==> src/rtl/seg_scan_ctrl.sv <==
`default_nettype none
// ============================================================================
// Module   : seg_scan_ctrl
// Purpose  : Multiplexed seven-segment driver with hex / double-dabble decimal
//            conversion, leading-zero blanking, decimal points and overflow.
// Revision : 1.0 - initial release
// ============================================================================
module seg_scan_ctrl #(
    parameter int DIGITS   = 4,
    parameter int DATA_W   = 16,
    parameter int SCAN_DIV = 50000
) (
    input  logic              clk,
    input  logic              rst_n,
    input  logic [DATA_W-1:0] data,
    input  logic              load,
    input  logic              mode,
    input  logic              blank_lz,
    input  logic [DIGITS-1:0] dp,
    output logic [7:0]        dis,
    output logic [DIGITS-1:0] cs,
    output logic              busy
);
    localparam int c_BCD_W = 4 * DIGITS;
    localparam int c_PRE_W = $clog2(SCAN_DIV);
    localparam int c_IDX_W = $clog2(DIGITS);
    localparam int c_CNT_W = $clog2(DATA_W);

    typedef enum logic [1:0] {
        ST_IDLE  = 2'd0,
        ST_HEX   = 2'd1,
        ST_SHIFT = 2'd2,
        ST_DONE  = 2'd3
    } state_t;

    state_t                 r_state;
    logic [DATA_W-1:0]      r_val;
    logic                   r_mode;
    logic                   r_blank;
    logic [DIGITS-1:0]      r_dpc;
    logic [c_BCD_W-1:0]     r_bcd;
    logic                   r_ovf;
    logic [c_CNT_W-1:0]     r_cnt;
    logic [DIGITS-1:0][7:0] r_disp;
    logic [DIGITS-1:0][7:0] w_new_disp;
    logic [c_BCD_W-1:0]     w_bcd_adj;
    logic [c_BCD_W-1:0]     w_hex;
    logic [c_PRE_W-1:0]     r_pre;
    logic [c_IDX_W-1:0]     r_idx;
    logic [c_IDX_W-1:0]     w_idx_nxt;
    logic                   w_wrap;

    function automatic logic [6:0] f_glyph(input logic [3:0] v);
        case (v)
            4'h0:    f_glyph = 7'h40;
            4'h1:    f_glyph = 7'h79;
            4'h2:    f_glyph = 7'h24;
            4'h3:    f_glyph = 7'h30;
            4'h4:    f_glyph = 7'h19;
            4'h5:    f_glyph = 7'h12;
            4'h6:    f_glyph = 7'h02;
            4'h7:    f_glyph = 7'h78;
            4'h8:    f_glyph = 7'h00;
            4'h9:    f_glyph = 7'h10;
            4'hA:    f_glyph = 7'h08;
            4'hB:    f_glyph = 7'h03;
            4'hC:    f_glyph = 7'h46;
            4'hD:    f_glyph = 7'h21;
            4'hE:    f_glyph = 7'h06;
            default: f_glyph = 7'h0E;
        endcase
    endfunction

    // Hex nibbles above DATA_W read as zero; nibbles above DIGITS are dropped.
    generate
        if (DATA_W >= c_BCD_W) begin : g_hex_trunc
            assign w_hex = r_val[c_BCD_W-1:0];
        end else begin : g_hex_pad
            assign w_hex = {{(c_BCD_W-DATA_W){1'b0}}, r_val};
        end
    endgenerate

    always_comb begin
        w_bcd_adj = r_bcd;
        for (int i = 0; i < DIGITS; i++) begin
            if (r_bcd[4*i +: 4] >= 4'd5) begin
                w_bcd_adj[4*i +: 4] = r_bcd[4*i +: 4] + 4'd3;
            end
        end
    end

    // Walk from the top digit down so v_nz means "this digit or one above is nonzero".
    always_comb begin
        logic [3:0] v_dig;
        logic       v_nz;
        v_dig      = 4'd0;
        v_nz       = 1'b0;
        w_new_disp = '1;
        for (int i = DIGITS - 1; i >= 0; i--) begin
            v_dig = r_mode ? r_bcd[4*i +: 4] : w_hex[4*i +: 4];
            v_nz  = v_nz | (v_dig != 4'd0);
            if (r_ovf) begin
                w_new_disp[i] = 8'hBF;
            end else if (r_blank && (i != 0) && !v_nz) begin
                w_new_disp[i] = 8'hFF;
            end else begin
                w_new_disp[i] = {~r_dpc[i], f_glyph(v_dig)};
            end
        end
    end

    always_ff @(posedge clk or negedge rst_n) begin
        if (!rst_n) begin
            r_state <= ST_IDLE;
            busy    <= 1'b0;
            r_val   <= '0;
            r_mode  <= 1'b0;
            r_blank <= 1'b0;
            r_dpc   <= '0;
            r_bcd   <= '0;
            r_ovf   <= 1'b0;
            r_cnt   <= '0;
            r_disp  <= '1;
        end else begin
            case (r_state)
                ST_HEX: begin
                    r_disp  <= w_new_disp;
                    r_state <= ST_IDLE;
                end
                ST_SHIFT: begin
                    r_bcd <= {w_bcd_adj[c_BCD_W-2:0], r_val[DATA_W-1]};
                    r_ovf <= r_ovf | w_bcd_adj[c_BCD_W-1];
                    r_val <= r_val << 1;
                    r_cnt <= r_cnt + c_CNT_W'(1);
                    if (r_cnt == c_CNT_W'(DATA_W - 1)) begin
                        r_state <= ST_DONE;
                    end
                end
                ST_DONE: begin
                    r_disp  <= w_new_disp;
                    busy    <= 1'b0;
                    r_state <= ST_IDLE;
                end
                default: ;
            endcase
            // An accept in ST_HEX still commits the previous value first.
            if (load && !busy) begin
                r_val   <= data;
                r_mode  <= mode;
                r_blank <= blank_lz;
                r_dpc   <= dp;
                r_bcd   <= '0;
                r_ovf   <= 1'b0;
                r_cnt   <= '0;
                busy    <= mode;
                r_state <= mode ? ST_SHIFT : ST_HEX;
            end
        end
    end

    assign w_wrap    = (r_pre == c_PRE_W'(SCAN_DIV - 1));
    assign w_idx_nxt = !w_wrap ? r_idx :
                       (r_idx == c_IDX_W'(DIGITS - 1)) ? '0 : r_idx + c_IDX_W'(1);

    // Dis and Cs are both loaded from the next index so they switch together.
    always_ff @(posedge clk or negedge rst_n) begin
        if (!rst_n) begin
            r_pre <= '0;
            r_idx <= '0;
            dis   <= 8'hFF;
            cs    <= ~DIGITS'(1);
        end else begin
            r_pre <= w_wrap ? '0 : r_pre + c_PRE_W'(1);
            r_idx <= w_idx_nxt;
            cs    <= ~(DIGITS'(1) << w_idx_nxt);
            dis   <= r_disp[w_idx_nxt];
        end
    end

endmodule
`default_nettype wire
==> config.mk <==
export PLATFORM = sky130hd
export DESIGN_NAME = seg_scan_ctrl
export DESIGN_NICKNAME = d
export VERILOG_FILES = /design/src/rtl/seg_scan_ctrl.sv
export SDC_FILE = /design/constraint.sdc
export NUM_CORES = 1
export LEC_CHECK = 0
export ABC_AREA = 1
export BUFFER_PORTS_ARGS = -buffer_cell sky130_fd_sc_hd__buf_2
export CORE_ASPECT_RATIO = 0.6
export CORE_MARGIN = 3
export CORE_UTILIZATION = 50
export DETAILED_ROUTE_END_ITERATION = 8
export PLACE_DENSITY_LB_ADDON = 0.08
export RECOVER_POWER = 25
export SETUP_SLACK_MARGIN = 0.5
export SLEW_MARGIN = 20
export SYNTH_ARGS = -nofsm -noshare
export SYNTH_HDL_FRONTEND = slang
export SYNTH_SLANG_ARGS = --single-unit
==> constraint.sdc <==
create_clock -name clk -period 2.8 [get_ports clk]
set_clock_uncertainty 0.1 [all_clocks]
set_input_delay 0.14 -clock clk [delete_from_list [all_inputs] [get_ports clk]]
set_output_delay 0.14 -clock clk [all_outputs]
set_load 0.02 [all_outputs]
==> results.py <==
metrics = {
    "synth": {
        "yosysTopAreaCell": "dfrtp_1",
        "ys_types": 40,
        "syn-cell-area_um2": 6540,
        "synth_area_leaders": "dfrtp_1 (25%), dfstp_2 (17%), nand2_1 (13%), ha_1 (7.3%), inv_1 (5.7%)",
        "avgSynthCellArea_um2": 7.72,
        "synthCells": 848,
        "ys_seq_area_share_pct": 42.1,
        "ys_ff_latch": 108,
        "synth_top_area_share_pct": 24.9,
        "yosysWarningCount": 0,
        "syn_nets": 911,
    },
    "critical_path": {
        "cp_data_required_time_ns": 2.98,
        "cpLargestDelayFamily": "simple AND/OR/NAND/NOR gates",
        "worst-path-buf-inv": 2,
        "worstPathArrival_ns": 2.32,
        "crit_chain": "ha_1 > nand3_1 > nor2_2 > nand2_2 > o21ai_1 > buf_4 > clkinvlp_4 > nand2_1 > nand2_1",
        "crit_type": "reg -> reg",
        "slowest_delay_ns": 0.37,
        "startpoint": "r_pre[0]$_DFF_PN0_",
        "path_depth": 9,
        "worst-r2r-cell-count": 9,
        "crit_fanout": 11,
        "crit_path_end_kind": "flop",
        "cp_slowest_cell": "dfrtp_1",
        "r2r-start": "r_pre[0]$_DFF_PN0_",
        "critPathMostFrequentCell": "nand2_1",
        "start_kind": "flop",
    },
    "clock_network": {
        "cts_buffer_depth": 2,
        "clk_latency_ns": 0.35,
        "cts_buffers": 9,
        "cts_tree": "yes",
        "cts-htree-levels": 3,
        "cts_root_buf": "clkbuf_16",
        "cts.sinks": 108,
        "clk_pin_slew_ns": 0.08,
    },
    "route": {
        "wl_met2_mm": 6.74,
        "routed_via_density": 5.43,
        "drc": 0,
        "postRouteAntennaNets": 0,
        "drt_iter0_drc": 491,
        "highest_layer": "met4",
        "vias": 5819,
        "met3_wirelength_mm": 1.00,
        "drt_first_pass_iters": 5,
        "post_drt_wl_per_cell_um": 14.9,
        "wl_mm": 16.0,
        "m1WireLength_mm": 8.06,
    },
    "sta": {
        "fmax_ghz": 0.467,
        "fin_crit_sh_pct": 76.5,
        "setup_ws_ns": 0.658,
        "finalMaxSlewViolations": 0,
        "final_hold_viol_count": 0,
        "tns_ns": 0,
        "rsz0062_at_grt": "false",
        "fin_crit_ns": 2.14,
        "setup_viol": 0,
        "maxSlewHeadroom_pct": 11.8,
        "holdWs_ns": 0.188,
        "worst_slew_pin_slew_ns": 1.32,
    },
    "global_route": {
        "antenna_found_initial": 0,
        "grt_pass1_vias": 5577,
        "grt_use_total_pct": 23.4,
        "grt_max_degree": 56,
        "grt_pass1_wl_mm": 27.8,
        "gr-total-overflow": 0,
    },
    "die": {
        "die_area_um2": 14500,
        "core_um2": 12400,
        "io_pins": 38,
        "die_w_um": 154,
        "floorplan.initialDensity_pct": 52.7,
        "rows": 31,
        "fp.dieH_um": 94.6,
    },
    "final_layout": {
        "nets": 965,
        "layout.area.seq_um2": 2760,
        "area_delta_synth_final_pct": 13.9,
        "diodes": 0,
        "final_cell_mix": "nand2_1 (220), inv_1 (99), nor2_1 (91)",
        "multi_input_area_um2": 3260,
        "drive_gt1_share_pct": 16.5,
        "fillCellCount": 1123,
        "final_common_cell": "nand2_1",
    },
    "min_path": {
        "min_from": "load",
        "hp-class": "in -> reg",
        "hold-path-cell-count": 4,
    },
    "job": {
        "drv_cap": 0,
    },
    "run_status": {
        "outcome": "finished, final reports clean",
    },
    "placed_design": {
        "place_hpwl_mm": 11.4,
        "place_ws_ns": 0.507,
        "port_buffers": 37,
        "gp_congestion": 0.849,
    },
    "power_and_ir_drop": {
        "max-vdd-ir-drop_mv": 0.458,
        "powerDensity_nw_per_um2": 1010,
        "p_leak_nw": 3.61,
    },
}
-- repair_timing --
action	4_1_cts	5_1_grt
resized for setup	1	9
endpoints found under the setup margin	6	32
gates cloned	0	0
hold endpoints to repair	50	0
hold buffers	23	0
setup buffers	0	1
-- layer usage --
metal,vias up,global-route usage [%]
li1,2868,-
met1,2753,34.6
met2,181,36.0
met3,17,4.53
met4,0,4.63
met5,-,0
-- sequential cells by signal, indices dropped and copies added (netlist names), 2 cells and up --
name and cells:
r_val 16, r_state 2, r_dpc 4, r_idx 2
r_disp 32, dis 8, r_pre 16, r_cnt 4
cs 4, r_bcd 16
-- power by group --
part	switching [mW]	internal (mW)	total (mW)
clock	0.632	0.719	1.35
combinational	2.31	1.19	3.50
sequential	0.368	2.28	2.65
total	3.31	4.19	7.50
-- worst reg2reg max path, delay by kind of cell (launching register included) --
family / cells / cell delay (ns)
simple gates: 5 / 0.82
fa+ha+maj: 1 / 0.20
flops: 1 / 0.37
buf+inv: 2 / 0.42
compound gates: 1 / 0.16
-- metrics by stage --
| step | cells | utilization, % | total power [mW] | instance area (um^2) |
|---|---|---|---|---|
| final | 1072 | 60.0 | 7.50 | 7450 |
| after detailed placement | 1032 | 55.2 | 6.01 | 6850 |
| after global routing | 1072 | 60.0 | 8.15 | 7450 |
| after CTS | 1071 | 59.7 | 7.43 | 7410 |
| after floorplan | 848 | - | 5.19 | 6540 |
| after global placement | 1032 | 55.2 | 5.91 | 6850 |
-- cell type report --
cell class	count	share of cell area (%)
multi-input cells	609	43.8
flip-flops and latches	108	37.1
repair buffers	71	6.85
clock inverters	7	1.28
inverters	103	5.24
clock buffers	9	3.02
well taps	165	2.77
-- logic make-up after synthesis --
logic type | Yosys count | share of synthesized area [%]
simple gates | 413 | 26.6
compound gates | 149 | 14.2
buf+inv | 131 | 8.55
flops | 108 | 42.1
fa+ha+maj | 38 | 7.27
xor+xnor | 9 | 1.20
-- synthesized netlist by cell type --
cell	count
or2_2	6
clkbuf_1	11
nor2_1	92
o21ai_1	10
dfrtp_1	65
nand3_1	66
o221ai_1	9
o22ai_1	8
nor4_1	2
xnor2_1	2
o21ai_0	51
nor2_4	1
nor2_2	3
nand3_2	1
buf_8	1
nand4_1	6
nand2_4	1
o21ai_4	3
nand3b_1	1
inv_1	100
and3_1	1
nand2_2	7
dfstp_2	43
buf_4	2
o21a_1	1
a211oi_1	1
ha_1	38
o21ai_2	13
a21oi_1	27
xor2_1	7
buf_2	9
inv_2	3
nor3_1	5
nand3_4	1
a22o_1	1
nand2_1	220
a31oi_1	10
o211ai_1	14
buf_6	5
a21oi_2	1
-- final timing paths --
kind	end	slack [ns]
min reg2reg	r_disp[7]$_DFFE_PN1N_	0.32
min in group asynchronous	r_cnt[2]$_DFFE_PN0P_	0.51
max in group asynchronous	r_disp[9]$_DFFE_PN1N_	1.10
min	r_blank$_DFFE_PN0P_	0.19
max	dis[0]$_DFF_PN1_	0.66
max reg2reg	dis[0]$_DFF_PN1_	0.66
Power figures use the tool's default switching activity.
